--- src/rtl/pic_bus_pkg.sv ---
// Shared types and constants for the 8259A host-bus initiator.
// Holds command/state encodings, ICW1 bit positions, OCW discriminators and per-word A0 values.
package pic_bus_pkg;

  typedef enum logic [2:0] {
    OP_INIT = 3'd0,
    OP_OCW1 = 3'd1,
    OP_OCW2 = 3'd2,
    OP_OCW3 = 3'd3,
    OP_READ = 3'd4
  } cmd_op_e;

  typedef enum logic [2:0] {
    ST_IDLE,
    ST_SETUP,
    ST_STROBE,
    ST_HOLD,
    ST_RECOVER,
    ST_NEXT
  } bus_state_e;

  localparam int ICW1_IC4  = 0;
  localparam int ICW1_SNGL = 1;
  localparam int ICW1_ID   = 4;

  // Bits [4:3] tell the PIC which OCW (or ICW1) it is looking at.
  localparam int         OCW_SEL_LSB = 3;
  localparam int         OCW_SEL_MSB = 4;
  localparam logic [1:0] OCW2_SEL    = 2'b00;
  localparam logic [1:0] OCW3_SEL    = 2'b01;

  localparam logic A0_ICW1 = 1'b0;
  localparam logic A0_ICW2 = 1'b1;
  localparam logic A0_ICW3 = 1'b1;
  localparam logic A0_ICW4 = 1'b1;
  localparam logic A0_OCW1 = 1'b1;
  localparam logic A0_OCW2 = 1'b0;
  localparam logic A0_OCW3 = 1'b0;

  function automatic logic is_legal_op(input logic [2:0] op);
    return op <= 3'(OP_READ);
  endfunction

endpackage

--- src/rtl/pic_bus_pic_bus_cycle.sv ---
// Single timed 8259A bus cycle: SETUP -> STROBE -> HOLD -> RECOVER, driven by a 4-bit down-counter.
// A start seen on the last RECOVER cycle chains straight into the next SETUP.
//
// state   | meaning
// IDLE    | bus released, waiting for start
// SETUP   | CS low, A0/data valid, strobes high
// STROBE  | WR or RD low
// HOLD    | strobe back high, CS/A0/data still held
// RECOVER | CS high between cycles
// NEXT    | zero-cycle hand-off, taken as RECOVER -> SETUP when start is present
module pic_bus_cycle
  import pic_bus_pkg::*;
#(
  parameter int unsigned SETUP_CYCLES = 1,
  parameter int unsigned WR_PULSE     = 2,
  parameter int unsigned RD_PULSE     = 2,
  parameter int unsigned RECOVERY     = 1
) (
  input  logic       clock,
  input  logic       reset,
  input  logic       start,
  input  logic       is_read,
  input  logic       a0,
  input  logic [7:0] wdata,
  input  logic [7:0] bus_in,
  output logic       idle,
  output logic       cycle_done,
  output logic       cs_n,
  output logic       wr_n,
  output logic       rd_n,
  output logic       a0_out,
  output logic [7:0] dout,
  output logic       oe,
  output logic [7:0] rdata
);

  if (SETUP_CYCLES < 1 || SETUP_CYCLES > 15 || WR_PULSE < 1 || WR_PULSE > 15 ||
      RD_PULSE < 1 || RD_PULSE > 15 || RECOVERY < 1 || RECOVERY > 15) begin : g_bad_param
    $error("pic_bus_cycle: timing parameters must lie in 1..15");
  end

  localparam logic [3:0] CNT_SETUP = 4'(SETUP_CYCLES - 1);
  localparam logic [3:0] CNT_WR    = 4'(WR_PULSE - 1);
  localparam logic [3:0] CNT_RD    = 4'(RD_PULSE - 1);
  localparam logic [3:0] CNT_REC   = 4'(RECOVERY - 1);

  bus_state_e state_q, state_d;
  logic [3:0] cnt_q, cnt_d;
  logic       is_read_q, is_read_d;
  logic       a0_q, a0_d;
  logic [7:0] wdata_q, wdata_d;
  logic [7:0] rdata_q, rdata_d;
  logic       load;

  always_ff @(posedge clock) begin
    if (reset) begin
      state_q   <= ST_IDLE;
      cnt_q     <= '0;
      is_read_q <= 1'b0;
      a0_q      <= 1'b0;
      wdata_q   <= '0;
      rdata_q   <= '0;
    end else begin
      state_q   <= state_d;
      cnt_q     <= cnt_d;
      is_read_q <= is_read_d;
      a0_q      <= a0_d;
      wdata_q   <= wdata_d;
      rdata_q   <= rdata_d;
    end
  end

  always_comb begin
    state_d    = state_q;
    cnt_d      = cnt_q;
    is_read_d  = is_read_q;
    a0_d       = a0_q;
    wdata_d    = wdata_q;
    rdata_d    = rdata_q;
    cycle_done = 1'b0;
    load       = 1'b0;

    case (state_q)
      ST_IDLE: begin
        if (start) load = 1'b1;
      end
      ST_SETUP: begin
        if (cnt_q == 4'd0) begin
          state_d = ST_STROBE;
          cnt_d   = is_read_q ? CNT_RD : CNT_WR;
        end else begin
          cnt_d = cnt_q - 4'd1;
        end
      end
      ST_STROBE: begin
        if (cnt_q == 4'd0) begin
          // Read data is taken on the last RD-low cycle, just before RD rises.
          if (is_read_q) rdata_d = bus_in;
          state_d = ST_HOLD;
          cnt_d   = 4'd0;
        end else begin
          cnt_d = cnt_q - 4'd1;
        end
      end
      ST_HOLD: begin
        state_d = ST_RECOVER;
        cnt_d   = CNT_REC;
      end
      ST_RECOVER: begin
        if (cnt_q == 4'd0) begin
          cycle_done = 1'b1;
          if (start) load = 1'b1;
          else       state_d = ST_IDLE;
        end else begin
          cnt_d = cnt_q - 4'd1;
        end
      end
      default: state_d = ST_IDLE;
    endcase

    if (load) begin
      state_d   = ST_SETUP;
      cnt_d     = CNT_SETUP;
      is_read_d = is_read;
      a0_d      = a0;
      wdata_d   = wdata;
    end
  end

  logic bus_active;
  assign bus_active = (state_q == ST_SETUP) || (state_q == ST_STROBE) || (state_q == ST_HOLD);

  assign idle   = (state_q == ST_IDLE);
  assign cs_n   = ~bus_active;
  assign wr_n   = ~((state_q == ST_STROBE) && !is_read_q);
  assign rd_n   = ~((state_q == ST_STROBE) && is_read_q);
  assign oe     = bus_active && !is_read_q;
  assign a0_out = a0_q;
  assign dout   = wdata_q;
  assign rdata  = rdata_q;

endmodule

--- src/rtl/pic_bus_master.sv ---
// CPU-side 8259A bus initiator: captures host commands, forces ICW/OCW discriminator bits
// and sequences the INIT words through the single-cycle bus engine.
module pic_bus_master
  import pic_bus_pkg::*;
#(
  parameter int unsigned SETUP_CYCLES = 1,
  parameter int unsigned WR_PULSE     = 2,
  parameter int unsigned RD_PULSE     = 2,
  parameter int unsigned RECOVERY     = 1
) (
  input  logic        clock,
  input  logic        reset,
  input  logic        cmd_valid,
  output logic        cmd_ready,
  input  logic [2:0]  cmd_op,
  input  logic [31:0] cmd_data,
  output logic        CS,
  output logic        WR,
  output logic        RD,
  output logic        address,
  output logic [7:0]  data_bus_out,
  output logic        data_bus_oe,
  input  logic [7:0]  data_bus_in,
  output logic [7:0]  rsp_data,
  output logic        done,
  output logic        cmd_error
);

  cmd_op_e     op_q, op_d;
  logic [31:0] data_q, data_d;
  logic [1:0]  word_q, word_d;
  logic        done_q, done_d;
  logic        error_q, error_d;

  logic        cyc_idle, cyc_done, cyc_start;
  logic        accept;
  cmd_op_e     sel_op;
  logic [31:0] sel_data;
  logic [1:0]  sel_word;
  logic        w_read, w_a0;
  logic [7:0]  w_data;
  logic        more;
  logic [1:0]  nxt;

  assign cmd_ready = cyc_idle;
  assign accept    = cmd_valid && cmd_ready;

  always_ff @(posedge clock) begin
    if (reset) begin
      op_q    <= OP_INIT;
      data_q  <= '0;
      word_q  <= '0;
      done_q  <= 1'b0;
      error_q <= 1'b0;
    end else begin
      op_q    <= op_d;
      data_q  <= data_d;
      word_q  <= word_d;
      done_q  <= done_d;
      error_q <= error_d;
    end
  end

  // INIT word order: ICW1, ICW2, then ICW3 unless SNGL, then ICW4 only if IC4.
  always_comb begin
    more = 1'b0;
    nxt  = word_q;
    case (word_q)
      2'd0: begin
        more = 1'b1;
        nxt  = 2'd1;
      end
      2'd1: begin
        if (!data_q[ICW1_SNGL]) begin
          more = 1'b1;
          nxt  = 2'd2;
        end else if (data_q[ICW1_IC4]) begin
          more = 1'b1;
          nxt  = 2'd3;
        end
      end
      2'd2: begin
        if (data_q[ICW1_IC4]) begin
          more = 1'b1;
          nxt  = 2'd3;
        end
      end
      default: ;
    endcase
  end

  always_comb begin
    op_d      = op_q;
    data_d    = data_q;
    word_d    = word_q;
    done_d    = 1'b0;
    error_d   = 1'b0;
    cyc_start = 1'b0;
    sel_op    = op_q;
    sel_data  = data_q;
    sel_word  = word_q;

    if (accept) begin
      // The first word is launched on the accept edge, so it comes from the live inputs.
      op_d     = cmd_op_e'(cmd_op);
      data_d   = cmd_data;
      word_d   = 2'd0;
      sel_op   = cmd_op_e'(cmd_op);
      sel_data = cmd_data;
      sel_word = 2'd0;
      if (is_legal_op(cmd_op)) begin
        cyc_start = 1'b1;
      end else begin
        done_d  = 1'b1;
        error_d = 1'b1;
      end
    end else if (cyc_done) begin
      if (op_q == OP_INIT && more) begin
        cyc_start = 1'b1;
        word_d    = nxt;
        sel_word  = nxt;
      end else begin
        done_d = 1'b1;
      end
    end
  end

  always_comb begin
    w_read = 1'b0;
    w_a0   = 1'b0;
    w_data = '0;
    case (sel_op)
      OP_INIT: begin
        case (sel_word)
          2'd0: begin
            w_data          = sel_data[7:0];
            w_data[ICW1_ID] = 1'b1;
            w_a0            = A0_ICW1;
          end
          2'd1: begin
            w_data = sel_data[15:8];
            w_a0   = A0_ICW2;
          end
          2'd2: begin
            w_data = sel_data[23:16];
            w_a0   = A0_ICW3;
          end
          default: begin
            w_data = sel_data[31:24];
            w_a0   = A0_ICW4;
          end
        endcase
      end
      OP_OCW1: begin
        w_data = sel_data[7:0];
        w_a0   = A0_OCW1;
      end
      OP_OCW2: begin
        w_data                          = sel_data[7:0];
        w_data[OCW_SEL_MSB:OCW_SEL_LSB] = OCW2_SEL;
        w_a0                            = A0_OCW2;
      end
      OP_OCW3: begin
        w_data                          = sel_data[7:0];
        w_data[OCW_SEL_MSB:OCW_SEL_LSB] = OCW3_SEL;
        w_a0                            = A0_OCW3;
      end
      OP_READ: begin
        w_read = 1'b1;
        w_a0   = sel_data[0];
      end
      default: ;
    endcase
  end

  pic_bus_cycle #(
    .SETUP_CYCLES(SETUP_CYCLES),
    .WR_PULSE    (WR_PULSE),
    .RD_PULSE    (RD_PULSE),
    .RECOVERY    (RECOVERY)
  ) u_cycle (
    .clock     (clock),
    .reset     (reset),
    .start     (cyc_start),
    .is_read   (w_read),
    .a0        (w_a0),
    .wdata     (w_data),
    .bus_in    (data_bus_in),
    .idle      (cyc_idle),
    .cycle_done(cyc_done),
    .cs_n      (CS),
    .wr_n      (WR),
    .rd_n      (RD),
    .a0_out    (address),
    .dout      (data_bus_out),
    .oe        (data_bus_oe),
    .rdata     (rsp_data)
  );

  assign done      = done_q;
  assign cmd_error = error_q;

endmodule

--- config.mk ---
export PLATFORM = sky130hd
export DESIGN_NAME = pic_bus_master
export DESIGN_NICKNAME = d
export VERILOG_FILES = /design/src/rtl/pic_bus_pkg.sv /design/src/rtl/pic_bus_pic_bus_cycle.sv /design/src/rtl/pic_bus_master.sv
export SDC_FILE = /design/constraint.sdc
export NUM_CORES = 1
export LEC_CHECK = 0
export ABC_CLOCK_PERIOD_IN_PS = 2500
export CAP_MARGIN = 30
export CORE_MARGIN = 5
export CORE_UTILIZATION = 33
export CTS_CLUSTER_SIZE = 8
export DETAILED_ROUTE_END_ITERATION = 10
export PLACE_DENSITY_LB_ADDON = 0.3
export SYNTH_ARGS = -nofsm -noshare
export SYNTH_HDL_FRONTEND = slang
export SYNTH_SLANG_ARGS = --single-unit
--- constraint.sdc ---
create_clock -name clock -period 2.5 [get_ports clock]
set_input_delay 0.5 -clock clock [delete_from_list [all_inputs] [get_ports clock]]
set_output_delay 0.5 -clock clock [all_outputs]
set_load 0.01 [all_outputs]
### Word level (Yosys, flattened, before mapping)

Index checks and enable logic that the tools add are counted.

| storage, ports and cells | value |
|---|---|
| bits in registers | 64 |
| input bits | 46 |
| output and inout port bits | 24 |
| word-level logic and storage cells | 101 |

| operators by class | value |
|---|---|
| add/sub/neg operators | 1 |
| $lt $le $gt $ge | 1 |
| eq/ne operators | 22 |
| muxes and demuxes | 39 |
| bitwise operators | 5 |
| reductions and logical operators | 21 |

Operators by type and width:

| operator | count |
|---|---|
| two-way mux 32 bit | 1 |
| case mux 8 bit (4 select lines) | 1 |
| case mux 8 bit (3 select lines) | 1 |
| two-way mux 1 bit | 17 |
| case mux 4 bit (4 select lines) | 1 |
| two-way mux 3 bit | 5 |
| case mux 3 bit (5 select lines) | 1 |
| == test 3 x 2 -> 1 bit, second input constant | 4 |
| two-way mux 4 bit | 3 |
| two-way mux 2 bit | 5 |
| AND reduction 5 bit | 2 |
| zero test 3 bit | 3 |
| inequality test 3 x 1 -> 1 bit, second input constant | 3 |
| inequality test 2 x 1 -> 1 bit, second input constant | 4 |
| == test 3 x 1 -> 1 bit, second input constant | 2 |
| == test 3 bit, second input constant | 2 |
| case mux 1 bit (3 select lines) | 2 |
| case mux 2 bit (3 select lines) | 1 |
| logical AND 1 bit | 5 |
| NOT 1 bit | 5 |
| == test 2 x 1 -> 1 bit, second input constant | 2 |
| == test 2 bit, second input constant | 2 |
| zero test 2 bit | 2 |
| zero test 4 bit | 1 |
| 11 further kinds | 14 |

### Longest topological paths before layout

Gate-level depths: netlist of run 1.

| logic depth | value |
|---|---|
| word-level depth | 12 |
| gate-level depth with buffers | 10 |
| gate-level depth less buffers | 8 |

### Cells and area by module

From an unflattened synthesis of run 1, not the netlist that was laid out.

| unflattened totals | value |
|---|---|
| cell total of the unflattened synthesis | 397 |
| area total of the unflattened synthesis | 3294.4 sq um |

By module, submodules not included:

| module | times used | cells an instance | area an instance (sq um) | sequential area each (sq um) |
|---|---|---|---|---|
| pic_bus_master | 1 | 263 | 2070.7 | 780.7 |
| pic_bus_cycle | 1 | 134 | 1223.7 | 500.5 |

### Least setup slack after synthesis of run 1

No wires, ideal clock.

| path | value |
|---|---|
| path kind | reg-to-reg |
| start point | register u_cycle.cnt_q[0] |
| end point | register u_cycle.wdata_q[6], in the netlist u_cycle.dout[6] |
| setup time | 0.132 ns |
| arrival time | 2.055 ns |
| required time | 2.368 ns |
| slack | 0.313 ns |
| cell stages (with the launch flop) | 11 |
| path buffers | 2 |
| clock period less this slack | 2.187 ns |
| path through | dfxtp_1 inv_1 ha_1 or3b_2 nor3_2 a31o_1 buf_4 buf_6 nand3_2 o2111ai_1 o21ai_0 |

| on the way | value |
|---|---|
| cells in the longest elaborated chain, start to end | 8 |
| elaborated cells on any way between the ends | 15 |
| those cells by class | 2 x eq/ne; 11 x mux; 2 x reduce/logical |

Ends and longest elaborated chain:

| what | RTL line | RTL |
|---|---|---|
| start, declared | pic_bus_pic_bus_cycle.sv:48 | `logic [3:0] cnt_q, cnt_d;` |
| start signal, assigned | pic_bus_pic_bus_cycle.sv:65 | `cnt_q <= cnt_d;` |
| zero test 4 bit * | pic_bus_pic_bus_cycle.sv:110 | `if (cnt_q == 4'd0) begin` |
| two-way mux 1 bit | pic_bus_pic_bus_cycle.sv:110 |  |
| two-way mux 1 bit | pic_bus_pic_bus_cycle.sv:83 | `case (state_q)` |
| two-way mux 2 bit / two-way mux 1 bit (equally long branches) (2 in a row) | - |  |
| == test 2 bit, or another cell as far along | pic_bus_master.sv:134 | `case (sel_word)` |
| case mux 8 bit (3 select lines) / two-way mux 1 bit (equally long branches) | pic_bus_master.sv:134, pic_bus_pic_bus_cycle.sv:110 |  |
| case mux 8 bit (4 select lines) / case mux 1 bit (2 select lines) (equally long branches) | pic_bus_master.sv:132, pic_bus_pic_bus_cycle.sv:83 |  |
| end signal, assigned | pic_bus_pic_bus_cycle.sv:68 | `wdata_q <= wdata_d;` |
| end, declared | pic_bus_pic_bus_cycle.sv:51 | `logic [7:0] wdata_q, wdata_d;` |

Mark *: on every way between the ends. The rest lies on a longest branch, timed or not.
A chain may end at the register's enable or synchronous reset.

### Final worst setup path of run 1

| path | value |
|---|---|
| start point | register u_cycle.cnt_q[1] |
| end point | register u_cycle.wdata_q[6], in the netlist u_cycle.dout[6] |

The elaborated chain is that of the path after synthesis.

==> flow_summary.ini, run 1 <==
[outcome]
status = completed

[die]
die_area_um2 = 10400
fp.dieH_um = 102
start_util_pct = 33.9
die_w_um = 102
placementRows = 33
coreArea_um2 = 8220
top_level_ports = 70

[sta]
tightest_slew_ns = 0.515
setup_violations = 0
finClkSkew_ns = 0.00833
min_period_ns = 2.35
fmax_mhz = 425
drv_slew = 0
fin_crit_sh_pct = 94.2
holdWs_ns = 0.457
hold_viol_final = 0
rsz0062_at_grt = yes
slew_headroom_pct = 65.6

[place]
place_hpwl_mm = 5.50
portBuffers = 69
gp_congestion = 0.840
place_area_um2 = 3680

[routing]
drtPass1Iterations = 4
drtIter0Drc = 162
post_drt_wl_per_cell_um = 13.3
route.detailed.drc = 0
highest_layer = met4
dr_total_vias = 2646
wirelength_mm = 7.19
dr_wl_met2_mm = 3.47
met3_length_um = 363
ant_nets = 0
viasPerCell = 4.91
met1_length_mm = 3.28

[global_routing]
antenna_found_initial = 0
grt_overflow_total = 0
grt_use_total_pct = 14.8
first_global_vias = 2639
grt_pass1_wl_mm = 12.2
grt_start_max_net_pins = 28

[synth]
synth_area_um2 = 2780
synthMuxAreaShare_pct = 6.29
avgSynthCellArea_um2 = 7.97
synth_fa_ha_area_share_pct = 0.899
syn_inst = 349
synth_compound_area_share_pct = 19.6
synth_flop_cell = dfxtp_1
syn_nets = 397
synth_cell_types = 52
synth-xor-area-share_pct = 0.629
ys_seq_area_share_pct = 43.2
synth_edf_count = 0
async_flop_share_pct = 0
yosys.area_share.simple_pct = 24.8
synth_top_family_by_area = simple AND/OR/NAND/NOR gates
synth_seq_cells = 60
synth_warnings = 0

[layout]
final_util_pct = 47.3
syn_to_final_growth_pct = 39.8
design_area_um2 = 3890
drive_gt1_share_pct = 13.4
fin_nets = 477
antenna_cells = 0

[clock_network]
hold_buffers = 0
clk_latency_ns = 0.33
cts-buffers-inserted = 9
clockBufferDepth = 2
cts_setup_buffers = 0
cts.sinks = 60
ctsResizeCount = 0
htreeDepth = 3
cts-root-buf = clkbuf_8
cts_tree = built
clkTransAtPathRegs_ns = 0.07

[setup_path]
critPathLaunchType = flip-flop
critPathArrivalTime_ns = 2.56
path_cells = inv_1 -> ha_1 -> or3b_2 -> nor3_2 -> a31o_2 -> buf_4 -> nand3_2 -> o2111ai_1 -> o21ai_0
cp_slowest_cell = or3b_2
worst-path-max-fanout = 5
required_ns = 2.70
critPathMaxStageDelay_ns = 0.47
path_class = reg -> reg
cp-end-kind = flip-flop

[run]
drv_cap = 0

[power]
pwr_density_cell_nw_per_um2 = 697
p_leak_nw = 1.48
ir_worst_vdd_v = 0.000299

[worst_hold_path]
hold_path_class = reg -> reg
worst max-delay path, delay by kind of cell, from the launching register on:
kind	cells	cell delay [ns]
simple gates	3	0.83
compound gates	3	0.64
flops	1	0.34
buf+inv	2	0.26
fa+ha+maj	1	0.16
cell families after synthesis:
logic type	Yosys count
and+or+nand+nor	147
buffers and inverters	30
xor gates and xnor gates	2
adders and majority gates	2
AOI/OAI and AO/OA	91
DFF	60
muxes	17
routing by layer:
| metal | GRT usage, % | vias up |
|---|---|---|
| li1 | - | 1383 |
| met5 | 0 | - |
| met2 | 24.3 | 61 |
| met3 | 3.75 | 6 |
| met4 | 4.64 | 0 |
| met1 | 19.3 | 1196 |
placed cells by master, fill, tap and decap left out, drive strengths merged, types with 2 or more instances in the layout:
master          n
clkdlybuf4s50  68
nand2          67
dfxtp          60
a21oi          44
nor2           40
buf            26
o21ai          15
mux2i          13
nor3           13
clkbuf         10
o22ai           6
inv             5
a22oi           5
or3             4
mux2            4
nand3           4
a31oi           4
nand2b          3
nor4            3
o221ai          3
nor4b           3
clkinv          3
nor3b           2
a21o            2
or2             2
o311ai          2
ha              2
clkinvlp        2
o211ai          2
or3b            2
synth_stat cells, drive strengths merged (5+ instances only):
| cell | number | area share, % |
|---|---|---|
| o22ai | 6 | 1.3 |
| nand2 | 67 | 9.0 |
| dfxtp | 60 | 43 |
| nor3 | 13 | 2.7 |
| buf | 9 | 1.8 |
| nor2 | 40 | 5.7 |
| mux2i | 13 | 4.7 |
| clkbuf | 16 | 2.2 |
| a21oi | 44 | 7.9 |
| o21ai | 15 | 2.7 |
| a22oi | 5 | 1.3 |
| inv | 5 | 0.67 |
per-stage QoR:
stage | setup WS, ns | total power [mW] | setup TNS (ns) | instances
final | 0.145 | 2.71 | 0 | 539
after global routing | -0.0415 | 2.90 | -0.0415 | 539
after CTS | 0.0162 | 2.75 | 0 | 539
after detailed placement | 0.0175 | 1.87 | 0 | 523
after global placement | 0.0438 | 1.86 | 0 | 523
after floorplan | 0.313 | 1.57 | 0 | 349
final timing paths:
check	from	endpoint	slack, ns	cells after the start
hold reg to reg	data_q[27]	data_q[27]	0.46	2
hold / removal	data_q[27]	data_q[27]	0.46	2
setup reg to reg	u_cycle.cnt_q[1]	u_cycle.dout[6]	0.15	9
setup / recovery	u_cycle.cnt_q[1]	u_cycle.dout[6]	0.15	9
power by group:
group	total (mW)	internal [mW]	switching (mW)
clock network	0.864	0.485	0.380
logic	0.731	0.352	0.379
registers	1.12	1.05	0.0670
total	2.71	1.89	0.826
state kept, by name, summed over array words and instances, names as in the netlist:
name               flops
cmd_error              1
data_q                28
done                   1
op_q                   3
u_cycle.a0_out         1
u_cycle.cnt_q          4
u_cycle.dout           8
u_cycle.is_read_q      1
u_cycle.rdata          8
u_cycle.state_q        3
word_q                 2
final cells by class:
type                       count  area [um^2]
clock buffer                  10          138
sequential                    60         1200
multi-input combinational    259         1460
timing repair buffer          94          873
fill                         810         4330
clock inverter                 6         63.8
tap                          105          131
inverter                       5         18.8
Note: power is estimated with default switching activity, not from simulation.
==> inputs of run 2 (changes only) <==
Settings changed: ABC_CLOCK_PERIOD_IN_PS 2500 to 2300, TNS_END_PERCENT from default to 20.
Clock period 2.5 ns to 2.3 ns, I/O delays scaled along.
==> run 2 against run 1 <==
Effect of this change: non-clock buffer count is 9 higher; combinational power grew 16%; largest power group unchanged; via count increased by 3.0%; critical path depth shrank 5; clock power about the same; wire length up 2.6%; clock-buffer cell count rose by 5; sequential share of layout area down 0.59 points; register-to-register slack gained 0.05 ns; global-route usage shrank 0.36 points; worst hold slack lost 0.0021 ns; flip-flop and latch count unchanged.
==> flow_summary.ini, run 2 (same netlist as run 1, synthesis figures left out) <==
[outcome]
status = completed

[sta]
slew_headroom_pct = 65.7
tns_ns = 0
fmax_mhz = 451
fin_crit_sh_pct = 96.4
min_period_ns = 2.22
finClkSkew_ns = 0.00412
tightest_slew_ns = 0.513
rsz0062_at_grt = no
setup_violations = 0
drv_slew = 0
hold_viol_final = 0

[clock_network]
cts-buffers-inserted = 9
clkTransAtPathRegs_ns = 0.06
cts.sinks = 60
clk_latency_ns = 0.33
cts-root-buf = clkbuf_8
cts_setup_buffers = 0
htreeDepth = 3
cts_tree = built
hold_buffers = 0
clockBufferDepth = 2

[setup_path]
path_class = reg -> out
required_ns = 1.84
cp_slowest_cell = clkdlybuf4s50_1
cp-end-kind = output pin
critPathMaxStageDelay_ns = 0.48
worst-path-max-fanout = 11
critPathArrivalTime_ns = 1.76
critPathLaunchType = flip-flop
critPathBufInv = 2
crit_family = buffers and inverters
path_cells = buf_6 -> nand2_1 -> or3_1 -> clkdlybuf4s50_1

[routing]
viasPerCell = 4.97
ant_nets = 0
dr_total_vias = 2725
post_drt_wl_per_cell_um = 13.5
drtIter0Drc = 157
drtPass1Iterations = 4
route.detailed.drc = 0
wirelength_mm = 7.38

[layout]
fillerInstances = 797
syn_to_final_growth_pct = 42.7
largest_reg_flops = 28
layout_common_cells = 68 x clkdlybuf4s50_1, 67 x nand2_1, 58 x dfxtp_1, 44 x a21oi_1, 39 x nor2_1
drive_gt1_share_pct = 14.7
fin_nets = 486
antenna_cells = 0
final_util_pct = 48.3
largest_register = data_q
final_cells = 548
layout_commonest_cell = clkdlybuf4s50_1

[power]
pwr_density_cell_nw_per_um2 = 737
p_leak_nw = 1.53
ir_worst_vdd_v = 0.000329

[place]
dp_cells = 532
gp_congestion = 0.839
place_hpwl_mm = 5.67
portBuffers = 69

[die]
coreArea_um2 = 8220
placementRows = 33
top_level_ports = 70
start_util_pct = 33.9
die_w_um = 102
fp.dieH_um = 102
die_area_um2 = 10400

[global_routing]
grt_use_total_pct = 14.5
grt_overflow_total = 0
grt_start_max_net_pins = 24
antenna_found_initial = 0
grt_pass1_wl_mm = 12.0
first_global_vias = 2590

[worst_hold_path]
hold_path_class = reg -> reg

[run]
drv_cap = 0
run 2: changes by cell type in the layout (fill, tap and decap cells not counted), moves of 2 or more:
| cell | before | now |
|---|---|---|
| clkbuf_8 | 10 | 12 |
| o311ai_1 | 0 | 2 |
| buf_4 | 25 | 32 |
| o311ai_0 | 2 | 0 |
| nor3_2 | 2 | 0 |
| clkinvlp_4 | 2 | 0 |
| clkbuf_1 | 0 | 3 |
| nor3_4 | 0 | 2 |
run 2: report_power, final:
| group | internal (mW) | switching (mW) |
|---|---|---|
| clock network | 0.480 | 0.384 |
| registers | 1.14 | 0.0715 |
| logic | 0.416 | 0.435 |
| total | 2.04 | 0.891 |
run 2: path summary, 6_finish.rpt:
check	start	endpoint	slack [ns]	cells after the start
setup / recovery	u_cycle.state_q[1]	WR	0.08	4
hold / removal	data_q[15]	data_q[15]	0.45	2
setup reg to reg	u_cycle.cnt_q[0]	u_cycle.dout[7]	0.20	9
hold reg to reg	data_q[15]	data_q[15]	0.45	2
run 2: per-layer routing:
metal / share of wire (%) / wire length [um] / GRT usage [%] / vias up
met5: 0 / 0 / 0 / -
met4: 0.83 / 61 / 3.43 / 0
met3: 4.5 / 333 / 3.89 / 7
met2: 48 / 3510 / 23.5 / 65
met1: 47 / 3470 / 19.2 / 1261
li1: - / - / - / 1392
run 2: worst min-delay path, stage by stage (launching register included):
cell     delay, ns
dfxtp_1       0.31
nand2_1       0.05
a21oi_1       0.05
run 2: per-stage QoR:
stage | power [mW] | hold WS, ns | setup slack, ns | instance area (um^2)
final | 2.93 | 0.454 | 0.0821 | 3970
after global routing | 3.11 | 0.461 | 0.00108 | 3970
after detailed placement | 2.06 | 0.445 | -0.126 | 3760
after floorplan | 1.70 | 0.432 | 0.113 | 2780
after CTS | 2.93 | 0.455 | 0.0191 | 3950
after global placement | 2.05 | 0.442 | -0.0949 | 3760
run 2: area by class of cell:
type / instances / area [um^2] / share of cell area [%]
well taps: 105 / 131 / 3.31
multi-input cells: 259 / 1480 / 37.2
clock inverters: 1 / 5.00 / 0.126
inverters: 5 / 18.8 / 0.473
repair buffers: 103 / 957 / 24.1
flip-flops and latches: 60 / 1200 / 30.3
clock buffers: 15 / 176 / 4.44
run 2: timing repair:
action                                  4_1_cts  5_1_grt
gates resized for setup                       2        9
endpoints found under the setup margin        4       11
pin swaps                                     0        2
==> inputs of run 3 (changes only) <==
--- a/config.mk
+++ b/config.mk
@@ -8,4 +8,5 @@
 export ABC_CLOCK_PERIOD_IN_PS = 2300
 export CAP_MARGIN = 30
+export CORE_ASPECT_RATIO = 1.5
 export CORE_MARGIN = 5
 export CORE_UTILIZATION = 33
==> constraint.sdc (replaced) <==
create_clock -name clock -period 2.3 [get_ports clock]
set_input_delay 0.23 -clock clock [delete_from_list [all_inputs] [get_ports clock]]
set_output_delay 0.23 -clock clock [all_outputs]
set_load 0.01 [all_outputs]
==> run 3 against run 2 <==
Effect of this change: combinational power increased by 3.2%; die area is 0.37% higher; power rose by 25%; worst hold slack got worse by 0.11 ns; final cell count unchanged; clock-buffer cell count shrank 3; sequential share of layout area decreased by 0.98 points; critical path depth grew 5; flip-flop and latch count stayed put; wire length rose by 4.4%; via count is 1.4% higher; critical path type is now reg -> reg.
==> flow_summary.ini, run 3 (same netlist as run 1, synthesis figures left out) <==
[clock_network]
cts-root-buf = clkbuf_16
clk_latency_ns = 0.33
htreeDepth = 3
hold_buffers = 0
clockBufferDepth = 2
cts-buffers-inserted = 9
cts.sinks = 60
cts_tree = built
clkTransAtPathRegs_ns = 0.05

[setup_path]
cp_num_cells = 9
startpoint = u_cycle.cnt_q[0]
required_ns = 2.50
worst-path-max-fanout = 10
r2r-start = u_cycle.cnt_q[0]
cp-end-kind = flip-flop
critPathLaunchType = flip-flop
crit_family = simple AND/OR/NAND/NOR gates
critPathArrivalTime_ns = 2.36
r2r-end = u_cycle.dout[7]
critPathCapture = u_cycle.dout[7]
path_cells = inv_1 -> ha_1 -> or3b_4 -> nor3_4 -> buf_4 -> a31oi_2 -> buf_4 -> o311ai_0 -> o22ai_1
r2r_setup_slack_ns = 0.14
path_class = reg -> reg
worst_r2r_path_depth = 9
critPathBufInv = 3
cp_slowest_cell = or3b_4
cp_common_cell = buf_4
critPathMaxStageDelay_ns = 0.40

[layout]
drive_gt1_share_pct = 14.3
design_area_um2 = 4090
antenna_cells = 0
fin_nets = 484
fillerInstances = 840
largest_register = data_q
syn_to_final_growth_pct = 47.1
final_cells = 548
largest_reg_flops = 28
layout_commonest_cell = clkdlybuf4s50_1
layout_common_cells = 68 x clkdlybuf4s50_1, 67 x nand2_1, 60 x dfxtp_1, 44 x a21oi_1, 39 x nor2_1

[global_routing]
grt_use_total_pct = 15.2
grt_overflow_total = 0
first_global_vias = 2710
grt_pass1_wl_mm = 12.5
grt_start_max_net_pins = 26
antenna_found_initial = 0

[sta]
tns_ns = 0
setup_violations = 0
drv_slew = 0
timing.final.ws_setup_ns = 0.142
fin_crit_sh_pct = 93.8
slew_headroom_pct = 66.3
finClkSkew_ns = 0.00644
min_period_ns = 2.16
fmax_mhz = 463
tightest_slew_ns = 0.502
hold_viol_final = 0
rsz0062_at_grt = no

[place]
post-place-ws_ns = 0.00201
gp_congestion = 0.881
place_hpwl_mm = 5.67
portBuffers = 69
place_area_um2 = 3710
dp_cells = 529

[routing]
wirelength_mm = 7.70
ant_nets = 0
viasPerCell = 5.04
dr_total_vias = 2762
drtPass1Iterations = 5
post_drt_wl_per_cell_um = 14.0
route.detailed.drc = 0
drtIter0Drc = 159

[die]
die_w_um = 85.0
coreArea_um2 = 8310
top_level_ports = 70
die_area_um2 = 10400
fp.dieH_um = 122
start_util_pct = 33.5
placementRows = 41

[run]
drv_cap = 0

[power]
ir_worst_vdd_v = 0.000601
power_mw = 3.65
p_leak_nw = 1.59
pwr_density_cell_nw_per_um2 = 892

[worst_hold_path]
hold_path_class = in -> reg

[outcome]
status = completed
run 3: area by class of cell:
class	instances	area, um^2	share of cell area, %
Clock inverter	4	95.1	2.32
Multi-Input combinational cell	259	1460	35.7
Tap cell	107	134	3.27
Sequential cell	60	1200	29.3
Clock buffer	12	256	6.27
Timing Repair Buffer	101	926	22.6
Inverter	5	18.8	0.458
run 3: worst min path at each step:
stage / from / end / depth (start not counted) / slack, ns
6_report: reset / u_cycle.rdata[7] / 2 / 0.34
5_1_grt: reset / u_cycle.rdata[5] / 2 / 0.37
4_1_cts: reset / u_cycle.rdata[1] / 2 / 0.35
3_5_place_dp: data_q[3] / data_q[3] / 2 / 0.45
3_3_place_gp: data_q[3] / data_q[3] / 2 / 0.44
2_1_floorplan: cmd_data[14] / data_q[14] / 2 / 0.37
run 3: layer usage:
metal,part of all wire (%),wire length [um],up-vias,track usage [%]
met4,1.6,120,0,7.03
met3,5.1,392,7,4.16
met2,51,3930,77,25.9
met1,42,3250,1278,17.5
met5,0,0,-,0
li1,-,-,1400,-
run 3: repair_timing:
item / CTS / global route
pin swaps: 0 / 0
endpoints found under the setup margin: 1 / 6
buffers inserted: 0 / 3
endpoints found under the hold margin: 0 / 0
gates cloned: 0 / 0
resized for setup: 1 / 3
run 3: where the power goes:
group	switching [mW]	internal [mW]	total [mW]	leakage, nW
Clock	0.446	1.11	1.56	0.173
Combinational	0.450	0.427	0.878	0.927
Sequential	0.0714	1.14	1.21	0.490
run 3: through the flow:
stage / hold slack, ns / util, %
2_1_floorplan: 0.366 / -
3_3_place_gp: 0.445 / 44.7
3_5_place_dp: 0.447 / 44.7
4_1_cts: 0.349 / 48.9
5_1_grt: 0.369 / 49.3
6_report: 0.341 / 49.3
